--- config.mk ---
export PLATFORM = sky130hd
export DESIGN_NAME = rs_issue_ctrl
export DESIGN_NICKNAME = d
export VERILOG_FILES = /design/src/rtl/rs_issue_ctrl.sv
export SDC_FILE = /design/constraint.sdc
export NUM_CORES = 1
export LEC_CHECK = 0
export ABC_AREA = 1
export BUFFER_PORTS_ARGS = -buffer_cell sky130_fd_sc_hd__buf_2
export CAP_MARGIN = 20
export CORE_MARGIN = 4
export CORE_UTILIZATION = 40
export CTS_CLUSTER_SIZE = 40
export DETAILED_ROUTE_END_ITERATION = 10
export HOLD_SLACK_MARGIN = 0.02
export PLACE_DENSITY = 0.66
export SLEW_MARGIN = 20
export SYNTH_ARGS = -nofsm -noshare
export SYNTH_HDL_FRONTEND = slang
export SYNTH_SLANG_ARGS = --single-unit
export TNS_END_PERCENT = 10
--- constraint.sdc ---
create_clock -name clk -period 5.5 [get_ports clk]
set_input_delay 1.375 -clock clk [delete_from_list [all_inputs] [get_ports clk]]
set_output_delay 1.375 -clock clk [all_outputs]
set_load 0.05 [all_outputs]
--- src/rtl/rs_issue_ctrl.sv ---
// Issue slot after the RS FIFO: captures head, snoops CDB0/CDB1, issues to one FU; ISSUE_FAST_PATH_EN skips WAIT.
// Latency: rs_pop at N, fu_valid at N+2 (N+1 with ISSUE_FAST_PATH_EN) when operands are ready at capture.
// Backpressure: fu_* held stable until fu_ready; no pop while the slot is busy; branch flush squashes by seq tag.
module rs_issue_ctrl #(
    parameter int ENTRY_WIDTH = 144,
    parameter int TAG_WIDTH   = 6
) (
    input  logic                   clk,
    input  logic                   rst_n,
    input  logic                   rs_empty,
    input  logic [ENTRY_WIDTH-1:0] rs_head,
    output logic                   rs_pop,
    input  logic                   cdb0_valid,
    input  logic [TAG_WIDTH-1:0]   cdb0_tag,
    input  logic [31:0]            cdb0_data,
    input  logic                   cdb1_valid,
    input  logic [TAG_WIDTH-1:0]   cdb1_tag,
    input  logic [31:0]            cdb1_data,
    input  logic                   branch,
    input  logic [31:0]            branch_tag,
    output logic                   fu_valid,
    input  logic                   fu_ready,
    output logic [5:0]             fu_opcode,
    output logic [31:0]            fu_op_a,
    output logic [31:0]            fu_op_b,
    output logic [TAG_WIDTH-1:0]   fu_dest,
    output logic [32:0]            fu_aux,
    output logic                   busy
);

    typedef enum logic [1:0] {IDLE, WAIT, ISSUE} state_t;

    state_t state, state_nxt;

    logic                 s_rdy_a, s_rdy_b;
    logic [31:0]          s_seq, s_val_a, s_val_b;
    logic [5:0]           s_opc;
    logic [TAG_WIDTH-1:0] s_dest;
    logic [32:0]          s_aux;

    logic                 h_vld, h_rdy_a, h_rdy_b;
    logic [31:0]          h_seq, h_val_a, h_val_b;
    logic [5:0]           h_opc;
    logic [TAG_WIDTH-1:0] h_dest;
    logic [32:0]          h_aux;

    logic        src_rdy_a, src_rdy_b, res_rdy_a, res_rdy_b;
    logic [31:0] src_val_a, src_val_b, res_val_a, res_val_b;
    logic        head_flush, slot_flush, take, clr;

    assign h_vld   = rs_head[143];
    assign h_seq   = rs_head[142:111];
    assign h_opc   = rs_head[110:105];
    assign h_rdy_a = rs_head[104];
    assign h_val_a = rs_head[103:72];
    assign h_rdy_b = rs_head[71];
    assign h_val_b = rs_head[70:39];
    assign h_dest  = rs_head[33 +: TAG_WIDTH];
    assign h_aux   = rs_head[32:0];

    // A not-ready operand carries its producer tag in the low bits; cdb0 has priority.
    function automatic logic [32:0] snoop(
        input logic                 rdy,
        input logic [31:0]          val,
        input logic                 c0v,
        input logic [TAG_WIDTH-1:0] c0t,
        input logic [31:0]          c0d,
        input logic                 c1v,
        input logic [TAG_WIDTH-1:0] c1t,
        input logic [31:0]          c1d
    );
        snoop = {rdy, val};
        if (!rdy) begin
            if (c0v && (c0t == val[TAG_WIDTH-1:0]))
                snoop = {1'b1, c0d};
            else if (c1v && (c1t == val[TAG_WIDTH-1:0]))
                snoop = {1'b1, c1d};
        end
    endfunction

    // The same snoop path serves the capture-cycle bypass (IDLE) and the WAIT update.
    assign src_rdy_a = (state == IDLE) ? h_rdy_a : s_rdy_a;
    assign src_val_a = (state == IDLE) ? h_val_a : s_val_a;
    assign src_rdy_b = (state == IDLE) ? h_rdy_b : s_rdy_b;
    assign src_val_b = (state == IDLE) ? h_val_b : s_val_b;

    assign {res_rdy_a, res_val_a} = snoop(src_rdy_a, src_val_a, cdb0_valid, cdb0_tag, cdb0_data,
                                          cdb1_valid, cdb1_tag, cdb1_data);
    assign {res_rdy_b, res_val_b} = snoop(src_rdy_b, src_val_b, cdb0_valid, cdb0_tag, cdb0_data,
                                          cdb1_valid, cdb1_tag, cdb1_data);

    assign head_flush = branch && (h_seq >= branch_tag);
    assign slot_flush = branch && (s_seq >= branch_tag);
    assign take       = (state == IDLE) && !rs_empty && h_vld && !head_flush;

    always_comb begin
        state_nxt = state;
        rs_pop    = 1'b0;
        case (state)
            IDLE: begin
                // Invalid heads are drained; young valid heads wait for the RS to flush them.
                rs_pop = rst_n && !rs_empty && (!h_vld || !head_flush);
                if (take) begin
`ifdef ISSUE_FAST_PATH_EN
                    state_nxt = (res_rdy_a && res_rdy_b) ? ISSUE : WAIT;
`else
                    state_nxt = WAIT;
`endif
                end
            end
            WAIT: begin
                if (slot_flush)
                    state_nxt = IDLE;
                else if (res_rdy_a && res_rdy_b)
                    state_nxt = ISSUE;
            end
            ISSUE: begin
                if (slot_flush || fu_ready)
                    state_nxt = IDLE;
            end
            default: state_nxt = IDLE;
        endcase
    end

    always_ff @(posedge clk or negedge rst_n) begin
        if (!rst_n)
            state <= IDLE;
        else
            state <= state_nxt;
    end

    assign clr = (state != IDLE) && (state_nxt == IDLE);

    always_ff @(posedge clk or negedge rst_n) begin
        if (!rst_n) begin
            s_seq   <= '0;
            s_opc   <= '0;
            s_rdy_a <= 1'b0;
            s_val_a <= '0;
            s_rdy_b <= 1'b0;
            s_val_b <= '0;
            s_dest  <= '0;
            s_aux   <= '0;
        end else if (take) begin
            s_seq   <= h_seq;
            s_opc   <= h_opc;
            s_rdy_a <= res_rdy_a;
            s_val_a <= res_val_a;
            s_rdy_b <= res_rdy_b;
            s_val_b <= res_val_b;
            s_dest  <= h_dest;
            s_aux   <= h_aux;
        end else if (clr) begin
            s_seq   <= '0;
            s_opc   <= '0;
            s_rdy_a <= 1'b0;
            s_val_a <= '0;
            s_rdy_b <= 1'b0;
            s_val_b <= '0;
            s_dest  <= '0;
            s_aux   <= '0;
        end else if (state == WAIT) begin
            s_rdy_a <= res_rdy_a;
            s_val_a <= res_val_a;
            s_rdy_b <= res_rdy_b;
            s_val_b <= res_val_b;
        end
    end

    // Data outputs read zero unless an issue request is being presented.
    assign fu_valid  = (state == ISSUE);
    assign busy      = (state != IDLE);
    assign fu_opcode = fu_valid ? s_opc   : '0;
    assign fu_op_a   = fu_valid ? s_val_a : '0;
    assign fu_op_b   = fu_valid ? s_val_b : '0;
    assign fu_dest   = fu_valid ? s_dest  : '0;
    assign fu_aux    = fu_valid ? s_aux   : '0;

endmodule

### Yosys cells after proc, flatten, opt, wreduce, memory -nomap -nowiden

Cells that the tools add are included.

| word-level totals | value |
|---|---|
| bits in registers | 145 |
| latch bits | 0 |
| RAM bits | 0 |
| ROM bits | 0 |
| output and inout port bits | 112 |
| logic and storage cells | 80 |
| memories | 0 |

| cells by class | value |
|---|---|
| $add $sub $neg | 0 |
| multiply operators | 0 |
| divide/modulo/power cells | 0 |
| magnitude comparators | 2 |
| equality and inequality tests | 6 |
| shift-type cells | 0 |
| multiplexer cells | 40 |
| bitwise logic cells | 0 |
| reduce and logical (&&, ||, !) cells | 23 |

Operator list:

| operator | count |
|---|---|
| 32-bit two-way mux | 12 |
| 33-bit two-way mux | 9 |
| 32-bit >= comparator | 2 |
| 6-bit two-way mux | 5 |
| 6-bit equality test | 4 |
| 1-bit logical AND | 13 |
| 1-bit two-way mux | 9 |
| 2-bit two-way mux | 4 |
| 2-bit case mux with 3 select lines | 1 |
| 2-bit logical NOT | 2 |
| 2-bit nonzero test | 2 |
| 1-bit logical NOT | 3 |
| 3-bit nonzero test | 1 |
| 2-bit by 1-bit equality test with 1-bit output, second input constant | 1 |
| 2-bit equality test, second input constant | 1 |
| 1-bit logical OR | 2 |

### Logic depth before layout (Yosys ltp)

Gate-level depths: netlist of run 1.

| logic depth | value |
|---|---|
| depth after elaboration | 15 |
| mapped depth | 22 |
| mapped depth without buffers | 19 |

### Worst setup path before layout of run 1

Ideal clock, no wire load.

| timing | value |
|---|---|
| kind | input port to output port |
| from | input branch_tag[9] |
| to | output rs_pop |
| data arrival time | 2,721 ps |
| slack | 1,404 ps |
| stages on the path | 13 |
| path through | inv_1 ha_1 nand2_1 inv_1 o21ai_0 nand2_1 a21oi_1 nand2_1 nand2_1 nand3_1 nand2_1 o2111ai_1 inv_1 |

| between the ends | value |
|---|---|
| longest elaborated chain between the ends | 6 |

Ends and longest elaborated chain:

| what | line | source |
|---|---|---|
| start: declaration | 20 | `input logic [31:0] branch_tag,` |
| 32-bit >= comparator | 92 | `assign head_flush = branch && (h_seq >= branch_tag);` |
| 1-bit logical AND | 92 |  |
| 1-bit logical NOT | 102 | `rs_pop = rst_n && !rs_empty && (!h_vld \|\| !head_flush);` |
| 1-bit logical OR | 102 |  |
| 1-bit logical AND | 102 |  |
| 1-bit two-way mux | 99 | `case (state)` |
| end: declaration | 12 | `output logic rs_pop,` |

Every way passes these cells.

### Worst setup path after layout of run 1

| timing | value |
|---|---|
| from | input branch_tag[31] |
| to | output rs_pop |

The elaborated chain is that of the path after synthesis.

==> summary.txt, run 1 <==
Floorplan
  – Starting Density: 40.60%
  – Cell Rows: roughly 60
  – Core Area: 27860 sq um
  – Die Y-Extent: between 150 and 200 um
  – DIE WIDTH: 176.2 um
  – I/O pin cnt: 371
  – Die area: 31030 sq um

Critical path
  – Critical Path RT: a little over 4000 ps
  – Slowest stage delay, CP: about 290 ps
  – R2R depth: 10
  – Critical path, cell by cell: buf_2, inv_1, ha_1, nand2_1, nor2_1, nand4_1, nor2_1, nand4_1, nand3_1, nand2_1, o2111ai_1, inv_1, buf_2
  – Kind of critical path: primary input to output port
  – Crit path launch type: primary input
  – Reg-to-reg startpoint: state[1]
  – Worst Setup SP: branch_tag[31]
  – Worst Path Max Fanout: 2
  – Worst setup EP type: output port
  – Arr. time, crit path: roughly 3100 ps
  – Slowest cell on crit path: ha_1

Min path
  – Worst Hold Depth: 2
  – HP Start: s_seq[19]
  – Tightest Hold Check Type: flop to flop

Placement
  – Number of port buffers: 370
  – Gpl congestion: 0.9686
  – Placed Cells: 2344
  – Pre-CTS setup slack: about 1000 ps
  – Post-DP HPWL: 31100 um

Outcome
  – Outcome: finished clean

Detailed routing
  – Vias after detailed routing: about 13000
  – Routed WL per cell: 18.11 um
  – Total Wirelength: between 40000 and 50000 um
  – DRC: 0
  – Iter 0 DRT Violations: about 1000
  – Antenna Violating Nets Remaining: 0
  – TritonRoute pass-1 iters: 6
  – Vias per cell: 5.370

Synth
  – Cells after Synth: 1695
  – Most area-consuming cells after synthesis: dfrtp_1 32%, nand2_1 14%, ha_1 7.1%
  – Syn nets: about 2000
  – Syn avg cell area: around 6.7 sq um
  – Yosys top cell area share: roughly 32%
  – Yosys Warn Count: 0
  – Yosys top cell by area: dfrtp_1
  – Yosys cell types: 36
  – Sequential share of the synthesized area: 32.08%
  – Synth Register Bits: 145
  – Mapped cell area: 11310 sq um

STA
  – Final Max Slew Viols: 0
  – Unrepaired setup endpoints after global routing: no
  – # setup viols final: 0
  – Minimum clock period: roughly 4500 ps
  – Setup Skew: 17.88 ps
  – Final Hold Fails: 0
  – FMAX: ~0.22 GHz
  – Least-Margin Pin Slew: ~1100 ps
  – Setup ws final: just over 1000 ps
  – Crit share post-route: roughly four fifths
  – TNS Setup: 0 ps
  – Relative slew margins: 26.30%

CTS
  – Maximum level of the CTS H-tree: 4
  – TritonCTS buffer count: 17
  – Post-cts hold buffer count: 0
  – Resize count post-CTS: 0
  – Clock sink total: 145
  – Bufs on Longest Clock Path: 2
  – Setup bufs post-CTS: 0
  – Clock root buffer: clkbuf_16
  – CTS tree: built
  – Clock transition at path regs: approximately 70 ps
  – Worst-Skew Late Latency: 430 ps

Final layout
  – Post-synthesis to final-layout area growth: 23.27%
  – Layout cells sized above 1: 22.62%
  – Number of nets in the layout: about 2300
  – Non-filler instance count after layout: 2377
  – Utilization after layout: 50.05%

Flow run
  – Max Cap Violations: 0

Power
  – Lkg Pwr: 7.646 nW
  – Peak supply drop: 0.5961 mV
  – Power Dens Cells: between 500 and 600 nW/um^2

GRT
  – Vias in the first global route: 12660
  – Antenna violations before repair: 2
  – Largest net degree at the start of global routing: 133
  – First-pass GRT wire length: a little under 70000 um
  – Grt ovf: 0
  – GRT Util Overall: 27.15%
-- flip-flops by register name (all words and copies together) (netlist names) --
signal   count
s_dest       6
state        2
s_seq       32
s_opc        6
s_rdy_b      1
s_rdy_a      1
s_val_a     32
s_aux       33
s_val_b     32
-- where the power goes --
part           total [mW]  internal (mW)  switching, mW
registers            1.72           1.51          0.214
logic                4.72           1.44           3.28
clock network        1.30          0.742          0.554
-- cells by family (layout without fill, tap and decap cells) --
logic type	count (synthesis)	after routing	synth area share [%]
and+or+nand+nor	782	782	29.17
AOI/OAI and AO/OA	380	380	19.90
buffers and inverters	323	626	11.69
DFF	145	145	32.08
adders and majority gates	64	64	7.080
xor gates and xnor gates	1	1	0.07745
other	0	1	0
-- layout by cell type (no fill, tap or decap), types with 4 or more instances in the layout --
cell and instances:
nand2_1 435, buf_2 369, inv_1 195, nor2_1 181, dfrtp_1 145, o21ai_0 137
o211ai_1 89, a21oi_1 76, nand4_1 73, ha_1 64, nand3_1 62, o22ai_1 25
a22oi_1 21, buf_4 21, clkbuf_16 17, a31oi_1 15, nand3b_1 9, o21ai_1 7
inv_8 6, nand2_2 5, o21a_1 4, inv_6 4
-- cell usage after synthesis --
cell	instances
nand3_2	4
or2_2	3
nand2_1	436
ha_1	64
clkbuf_2	4
dfrtp_1	145
a31oi_1	15
nand3b_1	9
xor2_1	1
o211ai_1	89
nor2_1	182
inv_1	197
o21ai_2	2
buf_1	3
a21oi_1	77
o22ai_1	25
nor4_1	1
o21ai_0	137
o21ai_1	8
clkbuf_1	91
or2_1	1
a22oi_1	21
clkinv_1	1
o2111ai_1	1
inv_2	3
nor3_1	1
nand4_1	73
nand3_1	62
nand2_2	5
o21a_1	4
nor3b_1	1
nor2_2	3
o21bai_1	1
nor2_4	1
buf_6	12
buf_2	12
-- worst paths after layout --
kind                               endpoint  slack (ps)
worst min register to register    s_seq[19]         500
worst min-delay path              s_seq[19]         500
worst max register to register  s_val_a[18]        1610
worst max-delay path                 rs_pop        1020
max in group asynchronous        s_val_b[6]        2740
min in group asynchronous         s_seq[14]         800
-- per-layer routing --
metal  vias up  wire length, um  part of all wire (%)  track usage, %
met5         -               13                 0.030               0
met4         2             1085                   2.5           8.577
met3        68             4099                   9.5           6.167
met2       614            19570                    45           43.74
met1      5875            18280                    42           36.42
li1       6206                -                     -               -
-- area by class of cell --
type                       instances  area, sq um
antenna                            1        2.502
clock buffer                      17        425.4
clock inverter                    15        210.2
fill                            2906        13910
inverter                         201        758.2
multi-input combinational       1227         6390
sequential                       145         3628
tap                              378        473.0
timing repair buffer             393         2056
-- worst max-delay path, delay by kind of cell --
| family | cells | cell delay (ps) |
|---|---|---|
| simple gates | 7 | 860 |
| fa+ha+maj | 1 | 290 |
| compound gates | 1 | 190 |
| buf+inv | 4 | 380 |
-- per-stage QoR --
| stage | area, sq um | power (mW) | hold WS, ps |
|---|---|---|---|
| after floorplan | 11310 | 5.325 | 472.6 |
| after detailed placement | 13310 | 6.409 | 493.0 |
| after global placement | 13310 | 6.313 | 492.8 |
| after global routing | 13940 | 8.442 | 527.6 |
| final | 13940 | 7.738 | 503.5 |
| after CTS | 13940 | 7.734 | 509.0 |
Power figures use the tool's default switching activity.
==> inputs of run 2 (changes only) <==
--- a/config.mk
+++ b/config.mk
@@ -5,7 +5,7 @@
 export SDC_FILE = /design/constraint.sdc
 export NUM_CORES = 1
 export LEC_CHECK = 0
-export ABC_AREA = 1
+export ABC_AREA = 0
 export BUFFER_PORTS_ARGS = -buffer_cell sky130_fd_sc_hd__buf_2
 export CAP_MARGIN = 20
 export CORE_MARGIN = 4
@@ -13,7 +13,7 @@
 export CTS_CLUSTER_SIZE = 40
 export DETAILED_ROUTE_END_ITERATION = 10
 export HOLD_SLACK_MARGIN = 0.02
-export PLACE_DENSITY = 0.66
+export PLACE_DENSITY = 0.68
 export SLEW_MARGIN = 20
 export SYNTH_ARGS = -nofsm -noshare
 export SYNTH_HDL_FRONTEND = slang
==> constraint.sdc (replaced) <==
create_clock -name clk -period 4 [get_ports clk]
set_input_delay 1 -clock clk [delete_from_list [all_inputs] [get_ports clk]]
set_output_delay 1 -clock clk [all_outputs]
set_load 0.05 [all_outputs]
==> summary.txt, run 2 <==
Power
  – Peak supply drop: 0.2828 mV (was 0.5961 mV)
  – Power Dens Cells: 703.7 nW/um^2 (was 555.0 nW/um^2)
  – Lkg Pwr: 7.121 nW (was 7.646 nW)

CTS
  – TritonCTS buffer count: 17 (unchanged)
  – Maximum level of the CTS H-tree: 4 (unchanged)
  – Clock transition at path regs: 70 ps (about the same)
  – Clock root buffer: clkbuf_16 (unchanged)
  – Clock sink total: 145 (unchanged)
  – Bufs on Longest Clock Path: 2 (unchanged)
  – CTS tree: built (unchanged)
  – Worst-Skew Late Latency: 430 ps (about the same)

Synth
  – Sequential share of the synthesized area: 32.84% (was 32.08%)
  – Top_reg_cell synth: dfrtp_1 (unchanged)
  – Mapped cell area: 11050 sq um (was 11310 sq um)
  – EDFF count, synth: 0 (unchanged)
  – Post-synth ARST share: 100.0% (unchanged)
  – Yosys top cell by area: dfrtp_1 (unchanged)
  – Syn nets: 1677 (was 2018)
  – Most area-consuming cells after synthesis: dfrtp_1 33%, nand2_1 10%, ha_1 7.2% (was dfrtp_1 32%, nand2_1 14%, ha_1 7.1%)
  – Yosys Warn Count: 0 (unchanged)
  – Cells after Synth: 1354 (was 1695)
  – Syn avg cell area: 8.161 sq um (was 6.673 sq um)
  – Synth top cells by count: 294 x nand2_1, 145 x dfrtp_1, 113 x and2_1 (was 436 x nand2_1, 197 x inv_1, 182 x nor2_1)
  – Cell with the most instances after synthesis: nand2_1 (unchanged)
  – Synth Register Bits: 145 (unchanged)
  – Yosys top cell area share: 32.84% (was 32.08%)
  – Yosys cell types: 73 (was 36)

Placement
  – Pre-CTS setup slack: -8.565 ps (was 1019 ps)
  – Number of port buffers: 370 (unchanged)
  – Placed Cells: 2041 (was 2344)
  – Gpl congestion: 0.9315 (was 0.9686)
  – Placed inst area: 13400 sq um (was 13310 sq um)
  – Post-DP HPWL: 28480 um (was 31100 um)

Floorplan
  – Starting Density: 40.77% (was 40.60%)
  – DIE WIDTH: 174.2 um (was 176.2 um)
  – Die area: 30350 sq um (was 31030 sq um)
  – I/O pin cnt: 371 (unchanged)
  – Cell Rows: 60 (was 61)
  – Core Area: 27100 sq um (was 27860 sq um)
  – Die Y-Extent: 174.2 um (was 176.2 um)

STA
  – # setup viols final: 0 (unchanged)
  – Minimum clock period: 3916 ps
  – Min Hold Slack: 421.6 ps (was 503.5 ps)
  – Relative slew margins: 41.24% (was 26.30%)
  – Setup Skew: 20.94 ps (was 17.88 ps)
  – Crit share post-route: 97.91%
  – Least-Margin Pin Slew: 881.4 ps (was 1106 ps)
  – FMAX: between 0.2 and 0.3 GHz
  – Final Max Slew Viols: 0 (unchanged)
  – TNS Setup: 0 ps (unchanged)
  – Unrepaired setup endpoints after global routing: no (unchanged)
  – Final Hold Fails: 0 (unchanged)
  – Setup ws final: 83.51 ps (was 1018 ps)

GRT
  – Vias in the first global route: 11210 (was 12660)
  – Antenna violations before repair: 4 (was 2)
  – GRT Util Overall: 24.82% (was 27.15%)
  – Grt ovf: 0 (unchanged)
  – Largest net degree at the start of global routing: 80 (was 133)
  – First-pass GRT wire length: 61350 um (was 67900 um)

Critical path
  – Kind of critical path: primary input to output port (unchanged)
  – Slowest stage delay, CP: 410 ps (was 290 ps)
  – Slowest cell on crit path: a2111o_1 (was ha_1)
  – Crit path launch type: primary input (unchanged)
  – Worst Path Max Fanout: 2 (unchanged)
  – Critical Path RT: 3000 ps (was 4120 ps)
  – Worst setup EP type: output port (unchanged)
  – Arr. time, crit path: 2920 ps (was 3110 ps)
  – Critical path, cell by cell: buf_2, inv_1, ha_1, nand2b_1, a2111o_1, a32oi_1, o211ai_1, a22o_1, a21oi_2, buf_6 (was buf_2, inv_1, ha_1, nand2_1, nor2_1, nand4_1, nor2_1, nand4_1, nand3_1, nand2_1, o2111ai_1, inv_1, buf_2)
  – CP top delay family: compound AO/OA/AOI/OAI gates (was simple AND/OR/NAND/NOR gates)
  – Buffer and inverter count on the worst path: 3 (was 4)

Final layout
  – Layout cells sized above 1: 31.98% (was 22.62%)
  – Design area: 14080 sq um (was 13940 sq um)
  – Post-synthesis to final-layout area growth: 27.47% (was 23.27%)
  – Non-filler instance count after layout: 2074 (was 2377)
  – Reg with most FFs: s_aux (unchanged)
  – Max FFs per register: 33 (unchanged)
  – Commonest non-fill, non-tap cells in the layout: 368 x buf_2, 293 x nand2_1, 145 x dfrtp_1 (was 435 x nand2_1, 369 x buf_2, 195 x inv_1)
  – Commonest non-fill, non-tap cell in the layout: buf_2 (was nand2_1)
  – Number of nets in the layout: 2011 (was 2308)

Detailed routing
  – Vias after detailed routing: 11190 (was 12770)
  – TritonRoute pass-1 iters: 8 (was 6)
  – Routed WL per cell: 18.78 um (was 18.11 um)
  – Vias per cell: 5.397 (was 5.370)
  – Antenna Violating Nets Remaining: 0 (unchanged)
  – DRC: 0 (unchanged)
  – Iter 0 DRT Violations: 987 (was 1038)
  – Total Wirelength: 38950 um (was 43050 um)

Outcome
  – Outcome: finished clean (unchanged)

Min path
  – Tightest Hold Check Type: primary input to async pin (was flop to flop)

Flow run
  – Max Cap Violations: 0 (unchanged)
run 2: metrics by stage:
step	total power, mW	utilization [%]
after CTS	9.969	51.89
after global placement	7.957	49.43
after floorplan	6.538	-
after detailed placement	8.090	49.43
after global routing	10.63	51.97
final	9.912	51.97
run 2: final timing paths:
path	cells past startpoint	end	slack (ps)	start
max in group asynchronous	2	s_val_a[21]	2400	rst_n
setup / recovery	10	rs_pop	80	rs_head[111]
min in group clk	2	s_opc[4]	520	s_opc[4]
setup reg to reg	7	s_val_a[9]	600	state[0]
hold / removal	1	s_opc[3]	420	rst_n
hold reg to reg	2	s_opc[4]	520	s_opc[4]
run 2: cell families (layout without fill, tap and decap cells):
| logic type | Yosys count | in the layout | share of synthesized area (%) |
|---|---|---|---|
| simple gates | 623 | 623 | 28.07 |
| flops | 145 | 145 | 32.84 |
| fa+ha+maj | 64 | 64 | 7.247 |
| xor+xnor | 20 | 20 | 1.585 |
| compound gates | 288 | 288 | 20.01 |
| mux | 31 | 31 | 2.910 |
| buf+inv | 183 | 530 | 7.338 |
| other cells | 0 | 1 | 0 |
run 2: where the power goes:
| part | switching [mW] | internal (mW) |
|---|---|---|
| Clock | 0.753 | 1.08 |
| Combinational | 3.35 | 2.05 |
| Sequential | 0.531 | 2.15 |
| Total | 4.63 | 5.28 |
run 2: area by class of cell:
type / count / area [sq um]
Clock inverter: 15 / 237.7
Clock buffer: 17 / 425.4
Inverter: 90 / 340.3
Multi-Input combinational cell: 1026 / 6673
Sequential cell: 145 / 3628
Antenna cell: 1 / 2.502
Fill cell: 2571 / 13020
Timing Repair Buffer: 408 / 2312
Tap cell: 372 / 465.4
run 2: layer usage:
| metal | vias to the layer above | GRT usage [%] | wire length (um) |
|---|---|---|---|
| li1 | 5336 | - | - |
| met1 | 5288 | 32.59 | 16440 |
| met2 | 517 | 41.02 | 18520 |
| met3 | 47 | 6.003 | 3351 |
| met4 | 6 | 6.730 | 596 |
| met5 | - | 0 | 41 |
run 2: repair_timing:
action	4_1_cts	5_1_grt
pin swaps	0	1
setup buffers	0	0
gates resized for setup	1	3
setup endpoints to repair	1	1
endpoints found under the hold margin	0	0
hold buffers	0	0
